===== config.mk =====
export PLATFORM = sky130hd
export DESIGN_NAME = codma_bus_arbiter
export DESIGN_NICKNAME = d
export VERILOG_FILES = /design/src/rtl/codma_bus_arbiter.sv
export SDC_FILE = /design/constraint.sdc
export NUM_CORES = 1
export LEC_CHECK = 0
export CAP_MARGIN = 20
export CELL_PAD_IN_SITES_DETAIL_PLACEMENT = 2
export CELL_PAD_IN_SITES_GLOBAL_PLACEMENT = 2
export CORE_ASPECT_RATIO = 0.5
export CORE_MARGIN = 2
export CORE_UTILIZATION = 30
export CTS_CLUSTER_SIZE = 20
export DETAILED_ROUTE_END_ITERATION = 16
export MAX_ROUTING_LAYER = met4
export PLACE_DENSITY = 0.75
export SLEW_MARGIN = 0
export SYNTH_ARGS = -nofsm -noshare
export SYNTH_HDL_FRONTEND = slang
export SYNTH_SLANG_ARGS = --single-unit

===== constraint.sdc =====
create_clock -name clk_i -period 2 [get_ports clk_i]
set_input_delay 0.2 -clock clk_i [delete_from_list [all_inputs] [get_ports clk_i]]
set_output_delay 0.2 -clock clk_i [all_outputs]
set_load 0.01 [all_outputs]

===== src/rtl/codma_bus_arbiter.sv =====
// Round-robin arbiter sharing one system bus between the CODMA read and
// write channels; counts beats per burst and reports done/error.
//
// Ports:
//   clk_i, reset_n_i          clock, asynchronous active-low reset
//   rd_req_i, rd_len_i        read channel burst request and length
//   rd_grant_o                read channel owns the bus (transfer phase)
//   rd_done_o, rd_error_o     read burst finished / finished abnormally
//   wr_req_i, wr_len_i        write channel burst request and length
//   wr_grant_o                write channel owns the bus
//   wr_done_o, wr_error_o     write burst finished / finished abnormally
//   bus_req_o, bus_write_o    bus request, owner is the write channel
//   bus_grant_i               bus accepts the request
//   bus_beat_i, bus_error_i   one word moved / bus error this cycle
//   beat_cnt_o                beats completed in the current burst
module codma_bus_arbiter #(
    parameter int MAX_BURST      = 8,
    parameter int LEN_W          = 4,
    parameter int TIMEOUT_CYCLES = 64
) (
    input  logic             clk_i,
    input  logic             reset_n_i,
    input  logic             rd_req_i,
    input  logic [LEN_W-1:0] rd_len_i,
    output logic             rd_grant_o,
    output logic             rd_done_o,
    output logic             rd_error_o,
    input  logic             wr_req_i,
    input  logic [LEN_W-1:0] wr_len_i,
    output logic             wr_grant_o,
    output logic             wr_done_o,
    output logic             wr_error_o,
    output logic             bus_req_o,
    output logic             bus_write_o,
    input  logic             bus_grant_i,
    input  logic             bus_beat_i,
    input  logic             bus_error_i,
    output logic [LEN_W-1:0] beat_cnt_o
);

    localparam int TMO_W =
        (TIMEOUT_CYCLES > 1) ? $clog2(TIMEOUT_CYCLES + 1) : 1;
    localparam int TMO_END =
        (TIMEOUT_CYCLES > 0) ? TIMEOUT_CYCLES - 1 : 0;

    localparam logic [LEN_W-1:0] MAX_LEN  = LEN_W'(MAX_BURST);
    localparam logic [LEN_W-1:0] ONE_LEN  = LEN_W'(1);
    localparam logic [TMO_W-1:0] TMO_LAST = TMO_W'(TMO_END);
    localparam logic [TMO_W-1:0] TMO_MAX  = '1;

    typedef enum logic [1:0] {
        IDLE,
        ARB,
        XFER,
        DONE
    } state_t;

    state_t           state_q, state_d;
    // owner / last_owner: 1 = write channel, 0 = read channel
    logic             owner_q, owner_d;
    logic             last_owner_q;
    logic             err_q, err_d;
    logic [LEN_W-1:0] len_q, len_d;
    logic [LEN_W-1:0] cnt_q, cnt_d;
    logic [TMO_W-1:0] tmo_q, tmo_d;

    logic             pick_wr;
    logic [LEN_W-1:0] sel_len;
    logic [LEN_W-1:0] clamp_len;
    logic             owner_req;
    logic             last_beat;
    logic             timeout_hit;

    // On a tie the channel that did not own the last burst wins.
    assign pick_wr   = wr_req_i && (!rd_req_i || !last_owner_q);
    assign sel_len   = pick_wr ? wr_len_i : rd_len_i;
    assign owner_req = owner_q ? wr_req_i : rd_req_i;
    assign last_beat = (cnt_q + ONE_LEN) == len_q;

    always_comb begin
        clamp_len = sel_len;
        if (sel_len == '0) begin
            clamp_len = ONE_LEN;
        end else if (sel_len > MAX_LEN) begin
            clamp_len = MAX_LEN;
        end
    end

    // Fires on the TIMEOUT_CYCLES-th consecutive beatless XFER cycle.
    assign timeout_hit = (TIMEOUT_CYCLES != 0) && (tmo_q == TMO_LAST);

    always_comb begin
        state_d = state_q;
        owner_d = owner_q;
        err_d   = err_q;
        len_d   = len_q;
        cnt_d   = cnt_q;
        tmo_d   = tmo_q;
        unique case (state_q)
            IDLE: begin
                if (rd_req_i || wr_req_i) begin
                    owner_d = pick_wr;
                    len_d   = clamp_len;
                    state_d = ARB;
                end
            end
            ARB: begin
                if (bus_grant_i) begin
                    cnt_d   = '0;
                    tmo_d   = '0;
                    err_d   = 1'b0;
                    state_d = XFER;
                end else if (!owner_req) begin
                    state_d = IDLE;
                end
            end
            XFER: begin
                // An error outranks a beat arriving in the same cycle.
                if (bus_error_i) begin
                    err_d   = 1'b1;
                    state_d = DONE;
                end else if (bus_beat_i) begin
                    tmo_d = '0;
                    if (cnt_q != '1) begin
                        cnt_d = cnt_q + ONE_LEN;
                    end
                    if (last_beat) begin
                        err_d   = 1'b0;
                        state_d = DONE;
                    end
                end else begin
                    if (tmo_q != TMO_MAX) begin
                        tmo_d = tmo_q + TMO_W'(1);
                    end
                    if (timeout_hit) begin
                        err_d   = 1'b1;
                        state_d = DONE;
                    end
                end
            end
            DONE: begin
                state_d = IDLE;
            end
            default: begin
                state_d = IDLE;
            end
        endcase
    end

    always_ff @(posedge clk_i or negedge reset_n_i) begin
        if (!reset_n_i) begin
            state_q      <= IDLE;
            owner_q      <= 1'b0;
            last_owner_q <= 1'b1;
            err_q        <= 1'b0;
            len_q        <= '0;
            cnt_q        <= '0;
            tmo_q        <= '0;
        end else begin
            state_q <= state_d;
            owner_q <= owner_d;
            err_q   <= err_d;
            len_q   <= len_d;
            cnt_q   <= cnt_d;
            tmo_q   <= tmo_d;
            if (state_q == DONE) begin
                last_owner_q <= owner_q;
            end
        end
    end

    // Outputs decode straight from state so reset clears them at once.
    assign rd_grant_o  = (state_q == XFER) && !owner_q;
    assign wr_grant_o  = (state_q == XFER) && owner_q;
    assign rd_done_o   = (state_q == DONE) && !owner_q;
    assign wr_done_o   = (state_q == DONE) && owner_q;
    assign rd_error_o  = rd_done_o && err_q;
    assign wr_error_o  = wr_done_o && err_q;
    assign bus_req_o   = (state_q == ARB) || (state_q == XFER);
    assign bus_write_o = (state_q != IDLE) && owner_q;
    assign beat_cnt_o  = cnt_q;

endmodule


# Yosys cells after proc, flatten, opt, wreduce, memory -nomap -nowiden
# Cells that the tools add are included.
[totals]
elab_cells = 77
inputBits = 15
rom_bits = 0
latchBits = 0
output_inout_bits = 12
regBits = 20
n_memories = 0
mem_bits_rw = 0
[op_classes]
n_reduce_logical = 23
n_bitwise = 0
n_div = 0
magnitude_cmp = 1
muxes = 28
n_eq_ne = 16
shift = 0
mul = 0
addsub = 2
[op_table]
columns = ["cell", "count"]
rows = [
  ["4-bit two-way mux", 7],
  ["7-bit two-way mux", 4],
  ["2-bit two-way mux", 7],
  ["7-bit one-hot mux with 2 select lines", 1],
  ["4-bit != test, second input constant", 3],
  ["4-bit AND reduction", 3],
  ["2-bit != test, second input constant", 5],
  ["1-bit logical AND", 8],
  ["2-bit one-hot mux with 4 select lines", 1],
  ["4-bit one-hot mux with 2 select lines", 1],
  ["7-bit by 1-bit adder with 7-bit output, second input constant", 1],
  ["7-bit by 6-bit == test with 1-bit output, second input constant", 1],
  ["7-bit != test, second input constant", 1],
  ["1-bit two-way mux", 6],
  ["3-bit != test, second input constant", 2],
  ["5-bit AND reduction", 1],
  ["4-bit by 1-bit adder with 4-bit output, second input constant", 1],
  ["2-bit == test, second input constant", 2],
  ["4-bit == test", 1],
  ["4-bit > comparator, second input constant", 1],
  ["4-bit zero test", 1],
  ["2-bit nonzero test", 2],
  ["1-bit zero test", 3],
  ["1-bit logical OR", 3],
  ["4 further kinds", 4],
]

# Depth between registers and ports, before layout
[depth]
depth_word = 7
mapped_depth = 8
depth_no_buf = 7

# Least setup slack after synthesis
# No wires, ideal clock.
[synth_path]
path_kind = "flip-flop to flip-flop"
startpoint = "register state_q[0]"
endpoint = "register (tool-made name)"
period_less_slack_ps = 1737
path_stages_with_launch = 8
path_buffers = 0
required_time_ps = 1879
path_slack_ps = 263
setup_time_ps = 121
t_arrival_ps = 1616
path_cell_list = "dfrtp_1 inv_1 ha_1 or3b_1 a31oi_1 a21oi_1 and3_1 a32o_2"
[synth_lines]
columns = ["element", "line_no", "source"]
rows = [
  ["start: declaration", "58", "state_t state_q, state_d;"],
  ["start signal: assignment", "160", "state_q <= state_d;"],
]

==> metrics.md <==
| Metric | Value |
|---|---|
| Status | finished, final reports clean |
| Final estimated routing congestion in global placement | a little under 0.8 |
| Fin. Hold Viols | 0 |
| Crit-path max FO | 4 |
| Ys Warns | 0 |
| Power Dens Cells | 1060 nW/um^2 |
| Pin count of the biggest net entering global routing | 21 |
| Die ar. | 4900 um^2 |
| Final worst-path cycle share | 98.7% |
| Reg area | 503 um^2 |
| Area delta synth->final | 37.3% |
| Worst Path Arrival | around 1.8 ns |
| Worst relative slew slack | 70.1% |
| Clk sinks | 20 |
| Placed insts | about 230 |
| PnR Total Power | 1.88 mW |
| Initial drt markers | 63 |
| Filler Cells Inserted | roughly 440 |
| CTS H-tree depth | 1 |
| Ant diodes | 0 |
| Setup CP Type | reg -> out |
| Sequential area share after synthesis | 38.7% |
| Worst Tran Pin Value | 0.443 ns |
| Max VDD drop | approximately 0.4 mV |
| GRT Total Usage | 18.3% |
| Layout cells sized above 1 | 15.9% |
| Number of antenna violations at the first check in global routing | 0 |
| Starting Density | 32.2% |
| Final wirelength | 4120 um |
| Gr ovfl total | 0 |
| Clock skew | roughly 0.0021 ns |
| Drt wl/cell | 17.5 um |
| Worst-Skew Late Latency | 0.27 ns |
| Synthesized cell area | ~1300 um^2 |
| RSZ-0062 raised after global routing | true |
| DP HPWL | 3070 um |
| CTS tree | done |
| Final net count | 204 |
| Syn nets | 164 |
| Die height | 50.5 um |
| Final ANT Viol Nets | 0 |
| Clock Pin Slew Worst Setup and Hold Paths | 0.08 ns |
| Synth Register Bits | 20 |
| Core Area | 4020 um^2 |
| Syn Inst Count | about 140 |
| Post-synthesis cell type count | 40 |
| Vias in the first global route | 1,416 |
| CP Capture Type | output pin |
| Hold_buf cts | 0 |
| Lkg Pwr | about 0.77 nW |
| Max Freq | 507 MHz |
| Die span in x | 97.0 um |
| First-pass GRT wire length | 6910 um |
| Hold Crit Class | in -> async |
| Syn_area_per_cell | just over 9 um^2 |
| Final number of setup-violating endpoints | 0 |
| Clock Path Buffers | 2 |
| Via Count | 1,214 |
| Rows | 16 |
| Post-Layout Cell Count | between 200 and 250 |
| Via density | approximately 5.1 |
| Reported max-cap violation count | 0 |
| Area of the multi-input gates | 795 um^2 |
| CTS root buf | clkbuf_8 |
| DRC | 0 |
| WP data required | 1.80 ns |
| Max-slew violations | 0 |
| Worst Setup Start Kind | flop |
| Post-layout minimum cycle time | a little under 2 ns |
| CTS Buf Count | 3 |
| Port bufs | 26 |
| 1st-pass router iterations | 4 |
| Boundary Pins | 27 |
[sequential cells by signal (all words and copies together) (netlist names), named ones only]
register	flops
beat_cnt_o	4
err_q	1
last_owner_q	1
len_q	4
owner_q	1
state_q	1
tmo_q	7
[cells by family after synthesis]
| logic type | Yosys count | synth area share (%) |
|---|---|---|
| flip-flops | 20 | 38.7 |
| AO/OA/AOI/OAI | 43 | 21.8 |
| AND/OR/NAND/NOR | 52 | 20.6 |
| adder cells (fa/ha/maj) | 6 | 5.79 |
| buffers and inverters | 7 | 2.22 |
| multiplexers | 7 | 5.50 |
| XOR/XNOR | 8 | 5.40 |
[where the power goes]
group / switching (mW) / internal (mW)
registers: 0.108 / 0.509
logic: 0.501 / 0.441
clock network: 0.146 / 0.176
[layout make-up]
type                            instances  area share [%]
Multi-Input combinational cell        116            44.6
Sequential cell                        20            28.2
Timing Repair Buffer                   37            19.2
Tap cell                               54            3.79
Clock buffer                            4            3.09
Inverter                                5            1.05
[critical path: stages (launching register included)]
cell	delay [ns]
dfrtp_2	0.43
ha_2	0.24
nor2b_1	0.17
and2_1	0.14
clkdlybuf4s50_1	0.53
[cells in the final DEF (no fill, tap or decap), drive strengths merged, types with 3 or more instances in the layout]
master	count
clkdlybuf4s50	23
dfrtp	19
o21ai	16
nand2	14
nor2	12
buf	11
nand3	7
mux2i	6
a21oi	6
ha	6
inv	5
and3	5
o31ai	4
xor2	4
xnor2	4
clkbuf	4
and2	3
a31oi	3
[metrics by stage]
stage | cell area (um^2) | utilization [%] | TNS (ns) | hold slack [ns] | worst slack (ns)
after floorplan | 1300 | - | 0 | -0.0956 | 0.263
after global placement | 1700 | 42.2 | 0 | 0.497 | 0.0883
after detailed placement | 1700 | 42.2 | -0.0912 | 0.511 | -0.0912
after CTS | 1750 | 43.6 | -0.0606 | 0.290 | -0.0379
after global routing | 1780 | 44.3 | -0.118 | 0.319 | -0.0682
final | 1780 | 44.3 | 0 | 0.284 | 0.0258
[final timing paths]
check | from | endpoint | slack [ns] | cells past startpoint
min in group clk_i | len_q[1]$_DFFE_PN0P_ | len_q[1]$_DFFE_PN0P_ | 0.52 | 2
worst min-delay path | reset_n_i | len_q[2]$_DFFE_PN0P_ | 0.28 | 2
worst max-delay path | flop | rd_error_o | 0.03 | 4
max in group asynchronous | reset_n_i | last_owner_q$_DFFE_PN1N_ | 1.45 | 2
worst max register to register | state_q[0]$_DFFE_PN0P_ | flop | 0.08 | 7
worst min register to register | len_q[1]$_DFFE_PN0P_ | len_q[1]$_DFFE_PN0P_ | 0.52 | 2
[routing by layer]
metal | vias to the layer above | track usage [%] | wire (um)
li1 | 599 | - | -
met1 | 582 | 23.1 | 1970
met2 | 27 | 30.6 | 1970
met3 | 6 | 3.90 | 130
met4 | 0 | 4.46 | 41
met5 | - | - | 0
[synth_stat cells]
| master | number | area [um^2] |
|---|---|---|
| o21ai_1 | 1 | 5.00 |
| a41oi_1 | 1 | 8.76 |
| nand2_1 | 14 | 52.6 |
| o21ai_0 | 15 | 75.1 |
| a21oi_1 | 6 | 30.0 |
| or2b_1 | 2 | 15.0 |
| and3_2 | 1 | 7.51 |
| a21boi_2 | 1 | 11.3 |
| a32o_2 | 1 | 11.3 |
| nand3_1 | 6 | 30.0 |
| buf_2 | 2 | 10.0 |
| and3b_1 | 1 | 8.76 |
| o21a_1 | 2 | 15.0 |
| xor2_1 | 4 | 35.0 |
| o31ai_1 | 4 | 30.0 |
| nor3_1 | 2 | 10.0 |
| inv_1 | 5 | 18.8 |
| nor2b_1 | 2 | 12.5 |
| nand3_2 | 1 | 10.0 |
| a2bb2oi_1 | 2 | 17.5 |
| a22o_1 | 1 | 8.76 |
| mux2i_1 | 6 | 60.1 |
| mux2_2 | 1 | 11.3 |
| nor2_1 | 12 | 45.0 |
| o211ai_1 | 1 | 7.51 |
| dfrtp_1 | 19 | 475 |
| and2_1 | 3 | 18.8 |
| ha_1 | 6 | 75.1 |
| a211oi_2 | 1 | 12.5 |
| xnor2_1 | 4 | 35.0 |
| a21boi_0 | 1 | 7.51 |
| and3_1 | 4 | 25.0 |
| a21o_1 | 1 | 7.51 |
| a22oi_1 | 1 | 7.51 |
| o2bb2ai_1 | 1 | 8.76 |
| and4_1 | 1 | 8.76 |
| nor3b_1 | 2 | 15.0 |
| or3b_1 | 1 | 8.76 |
| a31oi_1 | 3 | 18.8 |
| dfstp_2 | 1 | 26.3 |
[what timing repair did]
item	in CTS	in global routing
gates resized for setup	5	8
buffers inserted	0	0
pin swaps	0	0
setup endpoints to repair	6	7
Note: power is estimated with default switching activity, not from simulation.
==> RTL change: new RTL, config.mk and constraints unchanged <==
Set the parameter `TIMEOUT_CYCLES` to 32 (it was 64).
--- a/src/rtl/codma_bus_arbiter.sv
+++ b/src/rtl/codma_bus_arbiter.sv
@@ -18,3 +18,3 @@
     parameter int LEN_W          = 4,
-    parameter int TIMEOUT_CYCLES = 64
+    parameter int TIMEOUT_CYCLES = 32
 ) (
Function: same outputs for any inputs over 10 cycles, from zero or initial values and one cycle with reset_n_i low; that may be too few to reach the edited logic, so the function may still have changed.
==> RTL change against the original RTL <==
Sequential power is 1% lower. Sequential cell count is 1 lower. Area after synthesis is 6.7% lower. First-iteration DRC count is 86% lower. Final area is 7.9% lower. Routed wire length is 16% lower. Total power is 3.2% higher. Global-route usage is 2.3 points lower. Setup slack better by 0.051 ns. Via count is 12% lower. Critical endpoint is now wr_done_o. Largest power group unchanged.
==> RTL change: results (changes against the original RTL) <==
* Biggest register: tmo_q
* Worst hold-check path type: input pin to async pin
* Antenna Cells at 0 (unchanged)
* TritonRoute pass-1 iters at 4 (unchanged)
* Initial antenna violation count at 0 (unchanged)
* Relative slew slack at 0.657 (-0.0447)
* Critical-path maximum fanout at 4 (unchanged)
* Vias at 1073 (-12%)
* Post-synth ARST share at 1.00 (unchanged)
* Post-synthesis sequential area ratio at 0.394 (+0.00690)
* Worst path slowest cell: clkdlybuf4s50_1
* Top area cells in the synthesized netlist: dfrtp_1 37%, ha_1 6.2%, nand2_1 5.3%
* VDD IR-drop max at 380 uV (-5.1%)
* Layout cell share with drive strength beyond 1 at 0.134 (-0.0252)
* Dpl ws at 0.0958 ns (+0.187 ns)
* Clock Latency Late Sink at 0.26 ns
* H-tree depth at 1 (unchanged)
* DRT iter0 DRCs at 9 (-86%)
* Post-synth cell types at 38 (-5.0%)
* Root cell of the clock tree: clkbuf_8
* CTS max path bufs at 2 (unchanged)
* First-pass GRT wire length at 5530 um (-20%)
* Total CTS buffers at 3 (unchanged)
* Detail Placement HPWL at 2560 um (-17%)
* Post-synthesis net count at 150 (-8.5%)
* Max reg flops at 6 (-1)
* Filler Cell Count at 442 (-0.45%)
* Routability cong. at 0.785 (+1.7%)
* Crit-path max cell delay at 0.51 ns (-0.02 ns)
* List of most frequent post-synthesis cells: 18 x dfrtp_1, 17 x nand2_1, 9 x nor2_1, 9 x o21ai_1, 8 x a21oi_1
* Skew final at 0.00132 ns (-0.000799 ns)
* Clk pin slew, worst setup/hold paths at 0.07 ns
* Status: completed
* GRT Resource Usage Total at 0.159 (-0.0234)
* Synthesis warning total at 0 (unchanged)
* DR WL/cell at 15.8 um (-9.2%)
* Fin nets at 186 (-8.8%)
* Most common cell in the netlist: dfrtp_1
* Pin count of the biggest net entering global routing at 20 (-4.8%)
* Leak Pwr at 0.699 nW (-9.2%)
* IO buf count at 26 (unchanged)
* Crit path DAT at 1.72 ns (-0.05 ns)
==> RTL change: what timing repair did <==
action | in CTS | in global routing
endpoints found under the hold margin | 0 | 0
setup buffers | 0 | 1
setup endpoints to repair | 3 | 5
gates resized for setup | 3 | 3
==> RTL change: worst paths after layout <==
path,start,to,slack [ns],depth (start not counted)
max in group asynchronous,reset_n_i,last_owner_q,1.45,2
max,state_q[0],wr_done_o,0.08,4
min in group clk_i,tmo_q[0],tmo_q[0],0.52,1
min reg2reg,tmo_q[0],tmo_q[0],0.52,1
min,reset_n_i,len_q[1],0.28,2
max reg2reg,flip-flop,beat_cnt_o[3],0.19,7
==> RTL change: layout make-up <==
| type | instances | share of cell area |
|---|---|---|
| timing repair buffer | 32 | 0.185 |
| inverter | 6 | 0.0137 |
| sequential | 19 | 0.291 |
| multi-input combinational | 103 | 0.442 |
| clock buffer | 4 | 0.0275 |
| tap | 54 | 0.0412 |
==> RTL change: worst max-delay path: cells and delay by family (launching register included) <==
family	cells	cell delay, ns
adders and majority gates	1	0.24
buffers and inverters	2	0.67
and+or+nand+nor	1	0.17
DFF	1	0.39
==> RTL change: stage by stage <==
step                cell area (um2)  total power, mW  std cells
global placement               1570             1.59        213
detailed placement             1570             1.63        213
CTS                            1630             1.94        217
finish                         1640             1.94        218
global route                   1640             2.10        218
floorplan                      1210             1.23        129
==> RTL change: routing by layer <==
metal  up-vias  GRT usage  wire [um]  part of all wire
met5         -          -          0                 0
met4         0     0.0217         27            0.0078
met3         2     0.0371         92             0.027
met2        17      0.274       1710              0.49
met1       531      0.198       1630              0.47
li1        523          -          -                 -
==> RTL change: cell families (layout without fill, tap and decap cells) <==
| logic type | after synthesis | in the layout | share of synthesized area |
|---|---|---|---|
| AND/OR/NAND/NOR | 48 | 48 | 0.193 |
| AO/OA/AOI/OAI | 34 | 34 | 0.207 |
| flip-flops | 19 | 19 | 0.394 |
| multiplexers | 8 | 8 | 0.0723 |
| XOR/XNOR | 7 | 7 | 0.0506 |
| buffers and inverters | 7 | 42 | 0.0217 |
| adder cells (fa/ha/maj) | 6 | 6 | 0.0620 |
==> RTL change: power breakdown <==
part / internal (mW) / switching [mW]
Combinational: 0.505 / 0.551
Clock: 0.142 / 0.132
Sequential: 0.501 / 0.111
